**src/rtl/iter_alu.sv**
```systemverilog
// Multi-cycle ALU: single-cycle ADD/SUB/AND/OR/PASS_A, shifts iterate one bit per cycle.
// Result and flags are registered on entry to FIN, flagged by a one-cycle DONE pulse.
module iter_alu #(
  parameter int unsigned WIDTH = 16
) (
  input  logic             clk,
  input  logic             rst,
  input  logic             start,
  input  logic [2:0]       op,
  input  logic [WIDTH-1:0] a,
  input  logic [WIDTH-1:0] b,
  output logic             busy,
  output logic             done,
  output logic [WIDTH-1:0] result,
  output logic             zero,
  output logic             carry,
  output logic             ovf
);

  localparam int unsigned SHW = $clog2(WIDTH);

  typedef enum logic [1:0] {
    IDLE  = 2'd0,
    SHIFT = 2'd1,
    FIN   = 2'd2
  } state_t;

  typedef enum logic [2:0] {
    OP_ADD  = 3'b000,
    OP_SUB  = 3'b001,
    OP_SRA  = 3'b010,
    OP_SRL  = 3'b011,
    OP_SLL  = 3'b100,
    OP_AND  = 3'b101,
    OP_OR   = 3'b110,
    OP_PASS = 3'b111
  } op_t;

  state_t           state;
  op_t              op_r;
  logic [WIDTH-1:0] work;
  logic [SHW-1:0]   cnt;

  op_t              op_c;
  logic             sub_c;
  logic             is_shift_c;
  logic [SHW-1:0]   amt_c;
  logic [WIDTH-1:0] b_eff_c;
  logic [WIDTH:0]   sum_c;
  logic [WIDTH-1:0] res_c;
  logic             carry_c;
  logic             ovf_c;
  logic [WIDTH-1:0] step_c;
  logic             out_bit_c;

  // Single-cycle datapath, evaluated on the live operands at the accept edge
  always_comb begin
    op_c       = op_t'(op);
    sub_c      = (op_c == OP_SUB);
    is_shift_c = (op_c == OP_SRA) || (op_c == OP_SRL) || (op_c == OP_SLL);
    amt_c      = b[SHW-1:0];
    b_eff_c    = sub_c ? ~b : b;
    sum_c      = {1'b0, a} + {1'b0, b_eff_c} + {{WIDTH{1'b0}}, sub_c};
    res_c      = a;
    carry_c    = 1'b0;
    ovf_c      = 1'b0;
    case (op_c)
      OP_ADD, OP_SUB: begin
        res_c   = sum_c[WIDTH-1:0];
        carry_c = sum_c[WIDTH];
        ovf_c   = (a[WIDTH-1] == b_eff_c[WIDTH-1]) && (sum_c[WIDTH-1] != a[WIDTH-1]);
      end
      OP_AND:  res_c = a & b;
      OP_OR:   res_c = a | b;
      default: res_c = a;
    endcase
  end

  // One-position shift of the working register, direction from the captured op
  always_comb begin
    step_c    = {1'b0, work[WIDTH-1:1]};
    out_bit_c = work[0];
    case (op_r)
      OP_SRA:  step_c = {work[WIDTH-1], work[WIDTH-1:1]};
      OP_SLL: begin
        step_c    = {work[WIDTH-2:0], 1'b0};
        out_bit_c = work[WIDTH-1];
      end
      default: step_c = {1'b0, work[WIDTH-1:1]};
    endcase
  end

  always_ff @(posedge clk or posedge rst) begin
    if (rst) begin
      state  <= IDLE;
      op_r   <= OP_ADD;
      work   <= '0;
      cnt    <= '0;
      busy   <= 1'b0;
      done   <= 1'b0;
      result <= '0;
      zero   <= 1'b0;
      carry  <= 1'b0;
      ovf    <= 1'b0;
    end else begin
      case (state)
        IDLE: begin
          done <= 1'b0;
          if (start) begin
            op_r <= op_c;
            busy <= 1'b1;
            if (is_shift_c && (amt_c != '0)) begin
              work  <= a;
              cnt   <= amt_c;
              state <= SHIFT;
            end else begin
              // Non-shift ops and zero-amount shifts complete immediately
              result <= res_c;
              zero   <= (res_c == '0);
              carry  <= carry_c;
              ovf    <= ovf_c;
              done   <= 1'b1;
              state  <= FIN;
            end
          end
        end
        SHIFT: begin
          work <= step_c;
          cnt  <= cnt - SHW'(1);
          if (cnt == SHW'(1)) begin
            result <= step_c;
            zero   <= (step_c == '0);
            carry  <= out_bit_c;
            ovf    <= 1'b0;
            done   <= 1'b1;
            state  <= FIN;
          end
        end
        FIN: begin
          done  <= 1'b0;
          busy  <= 1'b0;
          state <= IDLE;
        end
        default: begin
          done  <= 1'b0;
          busy  <= 1'b0;
          state <= IDLE;
        end
      endcase
    end
  end

endmodule
```
**config.mk**
```make
export PLATFORM = sky130hd
export DESIGN_NAME = iter_alu
export DESIGN_NICKNAME = d
export VERILOG_FILES = /design/src/rtl/iter_alu.sv
export SDC_FILE = /design/constraint.sdc
export NUM_CORES = 1
export LEC_CHECK = 0
export CORE_MARGIN = 4
export CORE_UTILIZATION = 55
export DETAILED_ROUTE_END_ITERATION = 16
export PLACE_DENSITY = 0.84
export SKIP_LAST_GASP = 1
export SYNTH_ARGS = -nofsm -noshare
export SYNTH_HDL_FRONTEND = slang
export SYNTH_SLANG_ARGS = --single-unit
```
**constraint.sdc**
```tcl
create_clock -name clk -period 2.5 [get_ports clk]
set_input_delay 0.375 -clock clk [delete_from_list [all_inputs] [get_ports clk]]
set_output_delay 0.375 -clock clk [all_outputs]
set_load 0.1 [all_outputs]
```
==> summary.md, run 1 <==
| Metric | Value |
|---|---|
| Power Dens Cells | about 990 nW/µm² |
| CTS Sinks | 46 |
| Via count | 4,974 |
| Mapped Cells | 483 |
| CTS Hold Bufs | 0 |
| Pre-CTS worst setup slack | -1105 ps |
| Number of global-route vias before repair | 4,326 |
| Via-to-Cell Ratio | just under 7 |
| Final Hold Vio Count | 0 |
| Worst setup EP type | register |
| Final Setup Violations | 12 |
| Full die area | 8537 µm² |
| Sequential element share of the synthesized area | 0.2938 |
| Most common cell after layout, fill and taps aside | buf_4 |
| Mapped Avg Cell Area | ~8 µm² |
| Die span in x | 92.40 µm |
| Synth async-reset ratio | 1.000 |
| Status | complete, but fails checks |
| DP HPWL | 9.140 mm |
| Final Instance Count excl. Fillers | 719 |
| Fmax | 306.0 MHz |
| I/O pin total | 59 |
| Area Overhead vs Synth | 48.74% |
| Ys Warns | 0 |
| Die Ht | between 90 and 100 µm |
| Ant diodes | 0 |
| Clock skew | around 6.1 ps |
| Crit-path max FO | 5 |
| Most frequent cells in the layout | buf_4 (116), nand2_1 (56), dfrtp_1 (46) |
| Buf/Inv on CP | 3 |
| Initial antenna violation count | 0 |
| DRC | 0 |
| Critical Path Start Type | input pin |
| CTS H-tree lvls | 2 |
| Placed cells | around 700 |
| Clk buf depth | 2 |
| Crit-path leading delay family | compound AO/OA/AOI/OAI gates |
| RSZ-0062 raised after global routing | yes |
| Clock buffer count from CTS | 5 |
| Critical Path RT | between 2000 and 3000 ps |
| CTS tree | done |
| Num rows | 30 |
| Max Slew Vio Count | 0 |
| Nets@finish | a little under 700 |
| Total track usage | 0.3097 |
| Hold crit path type | reg -> reg |
| Number of enable flip-flop cells after synthesis | 0 |
| Share of cells above drive strength 1 | 0.3387 |
| Slowest cell on the critical path | a211oi_4 |
| CTS clk-pin slew, worst paths | approximately 80 ps |
| Worst vdd ir | 0.0004287 V |
| Final setup margin | -768.3 ps |
| Critical-path cell list | buf_6 > nor3b_4 > buf_6 > xor2_1 > ha_1 > nand4_1 > a211oi_4 > nor4_4 > buf_4 > o31ai_2 > mux2i_1 > nand3b_1 > a22o_1 |
| Most common cell on crit path | buf_6 |
| Slowest stage delay, CP | about 460 ps |
| Drt first pass iters | 6 |
| RePlAce Congestion | 0.8956 |
| #FFs+latches synth | 46 |
| Final cycle utilization of the critical path | 1.307 |
| Global-route wire length before repair | 21.31 mm |
| Core area | 6869 µm² |
| Remaining Overflow, GRT | 0 |
| Failing checks | negative setup slack |
| Largest net degree at the start of global routing | 47 |
| Slew headroom | 0.4904 |
| Lkg Pwr | between 0.002 and 0.003 µW |
| CTS root buf | clkbuf_8 |
| Antenna viol nets, final | 0 |
| Wirelength, routed | about 16 mm |
| Worst-Margin Slew | around 760 ps |
| CP Class | in -> reg |
| Critical Path AT | 3460 ps |
| Synth Flop Type | dfrtp_1 |
| Routed wire length per instance | 22.39 µm |
| Crit path time final | 3268 ps |
| # Max-Cap Violations | 0 |
| Syn_nets | 544 |
| Distinct cells, synth | 56 |
| Filler instances | 360 |
| Synthesized area | between 3000 and 4000 µm² |
| Initial drt markers | 945 |
| Clk_lat worst skew | 300 ps |
| Port Buffers | 58 |
| Starting density of the core | 0.5703 |
[power breakdown]
part / leakage, µW / switching (µW) / internal (µW)
registers: 0.000575 / 315 / 1080
clock network: 0.0000514 / 262 / 298
logic: 0.00193 / 2580 / 1250
[per-stage QoR]
step | TNS (ps) | total power [µW] | utilization | instance area, µm² | hold slack, ps
after global routing | -5525 | 6034 | 0.8483 | 5827 | 517.7
after global placement | -20970 | 4629 | 0.7576 | 5204 | 453.3
after floorplan | -2569 | 3779 | - | 3983 | 425.5
final | -4898 | 5784 | 0.8483 | 5827 | 487.3
after detailed placement | -22930 | 4751 | 0.7576 | 5204 | 472.1
after CTS | -1940 | 5380 | 0.7965 | 5472 | 487.1
[what timing repair did]
item,4_1_cts,5_1_grt
buffers inserted,1,14
pin swaps,23,51
setup endpoints to repair,36,30
gates resized for setup,54,63
[worst register-to-register path: cells and delay by family (launching register included)]
family	cells	cell delay [ps]
and+or+nand+nor	5	1080
buffers and inverters	3	450
DFF	1	390
AOI/OAI and AO/OA	2	230
adders and majority gates	1	160
[kinds of logic after synthesis]
kind of cell	synth area share
AOI/OAI and AO/OA	0.2859
muxes	0.06164
buffers and inverters	0.04408
and+or+nand+nor	0.1923
xor gates and xnor gates	0.04695
DFF	0.2938
adders and majority gates	0.07537
[final timing paths]
check	from	endpoint	slack, ps	cells past startpoint
worst min-delay path	result[10]$_DFFE_PP0P_	result[10]$_DFFE_PP0P_	490	2
min in group asynchronous	rst	result[1]$_DFFE_PP0P_	520	3
worst max register to register	cnt[1]$_DFFE_PP0P_	zero$_DFFE_PP0P_	120	11
worst max-delay path	op[1]	result[13]$_DFFE_PP0P_	-770	13
worst min register to register	result[10]$_DFFE_PP0P_	result[10]$_DFFE_PP0P_	490	2
max in group asynchronous	rst	result[9]$_DFFE_PP0P_	1580	3
[flip-flops by register name, summed over array words and instances, names as in the netlist]
signal,flops
result,16
state,2
zero,1
work,16
done,1
op_r,3
busy,1
carry,1
cnt,4
ovf,1
[final cells by class]
class                      instances  area (µm²)  area share
clock buffer                       6       72.57     0.01245
clock inverter                     2       37.54    0.006442
inverter                          15       56.30    0.009663
multi-input combinational        392        3050      0.5235
sequential                        46        1151      0.1976
tap                               96       120.1     0.02061
timing repair buffer             162        1339      0.2298
[cell usage after synthesis, types with 2 or more instances]
cell,number,area share
xor2_1,20,0.045
buf_1,5,0.0048
a311oi_1,2,0.0045
mux2i_1,17,0.043
a211oi_1,5,0.0096
a21o_1,4,0.0077
dfrtp_1,46,0.29
nor3_1,5,0.0064
nand2_1,59,0.057
and3_1,3,0.0048
a31oi_1,2,0.0032
o31ai_1,4,0.0077
o21a_1,4,0.0077
mux2_2,5,0.014
ha_1,22,0.070
a221o_1,14,0.036
a2bb2oi_1,5,0.011
nand3_1,8,0.010
nor3b_1,4,0.0077
clkbuf_1,24,0.023
inv_1,15,0.014
nor4_1,7,0.011
o211ai_1,9,0.017
nor2_1,40,0.038
a22oi_1,10,0.019
o21ai_0,45,0.057
a211o_1,2,0.0045
nand4b_1,2,0.0045
and2_1,3,0.0048
a22o_1,4,0.0089
nand4_1,2,0.0032
or3_1,4,0.0064
or2_2,3,0.0048
a21oi_1,45,0.057
o41ai_1,2,0.0045
a221oi_1,3,0.0067
nand2b_1,6,0.0096
nand3b_1,4,0.0077
or4_1,2,0.0038
[metal layers]
layer	vias to the layer above	global-route usage	routed length [µm]	part of all wire
met5	-	0	0	0
met4	0	0.1250	1195	0.074
met3	154	0.04549	2006	0.12
li1	2061	-	-	-
met1	2270	0.3906	5478	0.34
met2	489	0.5305	7419	0.46
(Power assumes the default switching activity.)
==> run 2: changes to the inputs <==
- CORE_UTILIZATION: 55 -> 60
- PLACE_DENSITY: 0.84 -> 0.9
- SLEW_MARGIN: default -> 20
- clock period: 2.5 -> 4.1 ns (I/O delays scaled with it)
==> run 2 against run 1 <==
The flow now finishes without violations. Cell area is 19% lower. Highest routed layer unchanged. Non-clock buffer count shrank 89. Wire length fell by 32%. Setup slack improved by 1100 ps. Critical path depth stayed put. First-iteration DRC count shrank 55%. Count of clock-buffer cells in the layout down 1.
==> summary.md, run 2 (synthesized netlist as in run 1, its figures left out) <==
| Metric | Value |
|---|---|
| Most common cell on crit path | a22o_1 |
| Global-route wire length before repair | 17.54 mm (-18%) |
| Number of global-route vias before repair | 3,642 (-16%) |
| CTS clk-pin slew, worst paths | 90 ps (about the same) |
| Initial antenna violation count | 0 (unchanged) |
| Final Hold Vio Count | 0 (unchanged) |
| Crit-path max FO | 9 (+4) |
| Top Registers | result x16, work x16, cnt x4 |
| Crit path time final | 3766 ps |
| DRC | 0 (unchanged) |
| Drt first pass iters | 5 (-1) |
| Hold_sp | result[3]$_DFFE_PP0P_ |
| RePlAce Congestion | 0.9426 (+5.2%) |
| Most frequent cells in the layout | nand2_1 (59), clkdlybuf4s50_1 (58), dfrtp_1 (46) |
| Share of cells above drive strength 1 | 0.07865 (-0.2600) |
| Power Dens Cells | 662.3 nW/µm² (-33%) |
| Worst setup startpoint | op[1] |
| CTS H-tree lvls | 2 (unchanged) |
| R2R depth | 9 (-2) |
| Setup Fix Bufs, Post-CTS | 0 (-1) |
| # Max-Cap Violations | 0 (unchanged) |
| Crit-path leading delay family | compound AO/OA/AOI/OAI gates |
| Final cycle utilization of the critical path | 0.9184 |
| Initial drt markers | 425 (-55%) |
| Routed wire length per instance | 17.82 µm (-20%) |
| Final setup TNS | 0 ps (+4898 ps) |
| Full die area | 7886 µm² (-7.6%) |
| Area Overhead vs Synth | 19.90% |
| Slew headroom | 0.3168 (-0.1736) |
| Min-Delay Path Depth | 2 (unchanged) |
| Starting density of the core | 0.6169 (+0.04664) |
| Slowest cell on the critical path | clkdlybuf4s50_1 |
| Via count | 3,962 (-20%) |
| Die span in x | 88.81 µm (-3.9%) |
| Clock buffer count from CTS | 5 (unchanged) |
| Most common cell after layout, fill and taps aside | nand2_1 |
| Slowest stage delay, CP | 450 ps (about the same) |
| Nets@finish | 594 (-13%) |
| Largest net degree at the start of global routing | 47 (unchanged) |
| Levels on crit path | 13 (unchanged) |
| Die Ht | 88.81 µm (-3.9%) |
| CTS Sinks | 46 (unchanged) |
| Final setup margin | 334.4 ps (+1103 ps) |
| Core area | 6350 µm² (-7.6%) |
| Max Slew Vio Count | 0 (unchanged) |
| Worst-Margin Slew | 1022 ps (+258.8 ps) |
| CTS root buf | clkbuf_8 |
| Num rows | 29 (-3.3%) |
| Clock skew | 6.472 ps (+0.4124 ps) |
| Buf/Inv on CP | 2 (-1) |
| Remaining Overflow, GRT | 0 (unchanged) |
| Final Setup Violations | 0 (-12) |
| Ant diodes | 0 (unchanged) |
| CP Class | in -> reg |
| DP HPWL | 8.091 mm (-11%) |
| Critical Path RT | 4350 ps (+1660 ps) |
| RSZ-0062 raised after global routing | no |
| Status | finished, final reports clean |
| R2R Path Start | state[0]$_DFFE_PP0P_ |
| Fmax | 265.6 MHz |
| Clk buf depth | 2 (unchanged) |
| Port Buffers | 58 (unchanged) |
| Total track usage | 0.2827 (-0.02701) |
| Post-CTS resize count | 0 (-100%) |
| Clk_lat worst skew | 310 ps (about the same) |
| Lkg Pwr | 0.001968 µW (-23%) |
| Critical Path Start Type | input pin |
| I/O pin total | 59 (unchanged) |
| Critical-path cell list | clkdlybuf4s50_1 > nor3b_2 > buf_4 > xor2_1 > ha_1 > a21oi_1 > o21ai_0 > a22o_1 > nor4_2 > o31ai_1 > mux2_2 > o211ai_1 > a22o_1 |
| Wirelength, routed | 10.89 mm (-32%) |
| Critical Path AT | 4010 ps (+550 ps) |
| Hold crit path type | reg -> reg |
| Antenna viol nets, final | 0 (unchanged) |
| Worst vdd ir | 0.0008192 V (+91%) |
| Pre-CTS worst setup slack | 27.40 ps (+1132 ps) |
| CTS Hold Bufs | 0 (unchanged) |
| CTS tree | done |
| Via-to-Cell Ratio | 6.484 (-6.3%) |
| Worst setup EP type | register |
## run 2: cell types whose count changed in the layout (fill, tap and decap cells not counted), sizes merged
cell	before	now
clkbuf	6	5
dlygate4sd2	6	0
buf	128	15
clkinv	1	3
clkdlybuf4s50	27	58
dlymetal6s2s	1	0
bufinv	1	0
## run 2: path summary, 6_finish.rpt
| check | endpoint | slack [ps] |
|---|---|---|
| min reg2reg | result[3]$_DFFE_PP0P_ | 480 |
| max in group asynchronous | cnt[0]$_DFFE_PP0P_ | 2960 |
| min in group asynchronous | done$_DFFE_PP0P_ | 750 |
| max | result[15]$_DFFE_PP0P_ | 330 |
| max reg2reg | zero$_DFFE_PP0P_ | 1690 |
| min | result[3]$_DFFE_PP0P_ | 480 |
## run 2: routing by layer
metal	global-route usage	routed length (µm)	up-vias
met5	0	0	-
met4	0.08929	201	0
met3	0.04376	946	20
met2	0.4663	5134	191
met1	0.3800	4607	1867
li1	-	-	1884
## run 2: worst min-delay path, cell delays in order (launching register included)
cell and delay [ps]:
dfrtp_1 350, nand2_1 40, o21ai_0 60
## run 2: layout make-up
| class | instances | area [µm²] |
|---|---|---|
| Clock inverter | 3 | 21.27 |
| Sequential cell | 46 | 1151 |
| Timing Repair Buffer | 73 | 693.2 |
| Tap cell | 77 | 96.34 |
| Clock buffer | 5 | 68.82 |
| Inverter | 15 | 56.30 |
| Multi-Input combinational cell | 392 | 2610 |
| Fill cell | 493 | 1653 |
## run 2: report_power, final
| part | leakage (µW) | switching (µW) | internal, µW |
|---|---|---|---|
| sequential | 0.000575 | 180 | 660 |
| clock | 0.0000441 | 161 | 120 |
| combinational | 0.00135 | 1370 | 619 |
## run 2: stage by stage
stage | power (µW) | util | instances | area (µm²) | hold slack [ps]
floorplan | 2294 | - | 483 | 3918 | 425.5
global placement | 2741 | 0.7251 | 603 | 4604 | 450.5
detailed placement | 2814 | 0.7251 | 603 | 4604 | 465.9
CTS | 3094 | 0.7393 | 611 | 4695 | 486.8
global route | 3284 | 0.7397 | 611 | 4697 | 499.7
finish | 3111 | 0.7397 | 611 | 4697 | 480.2
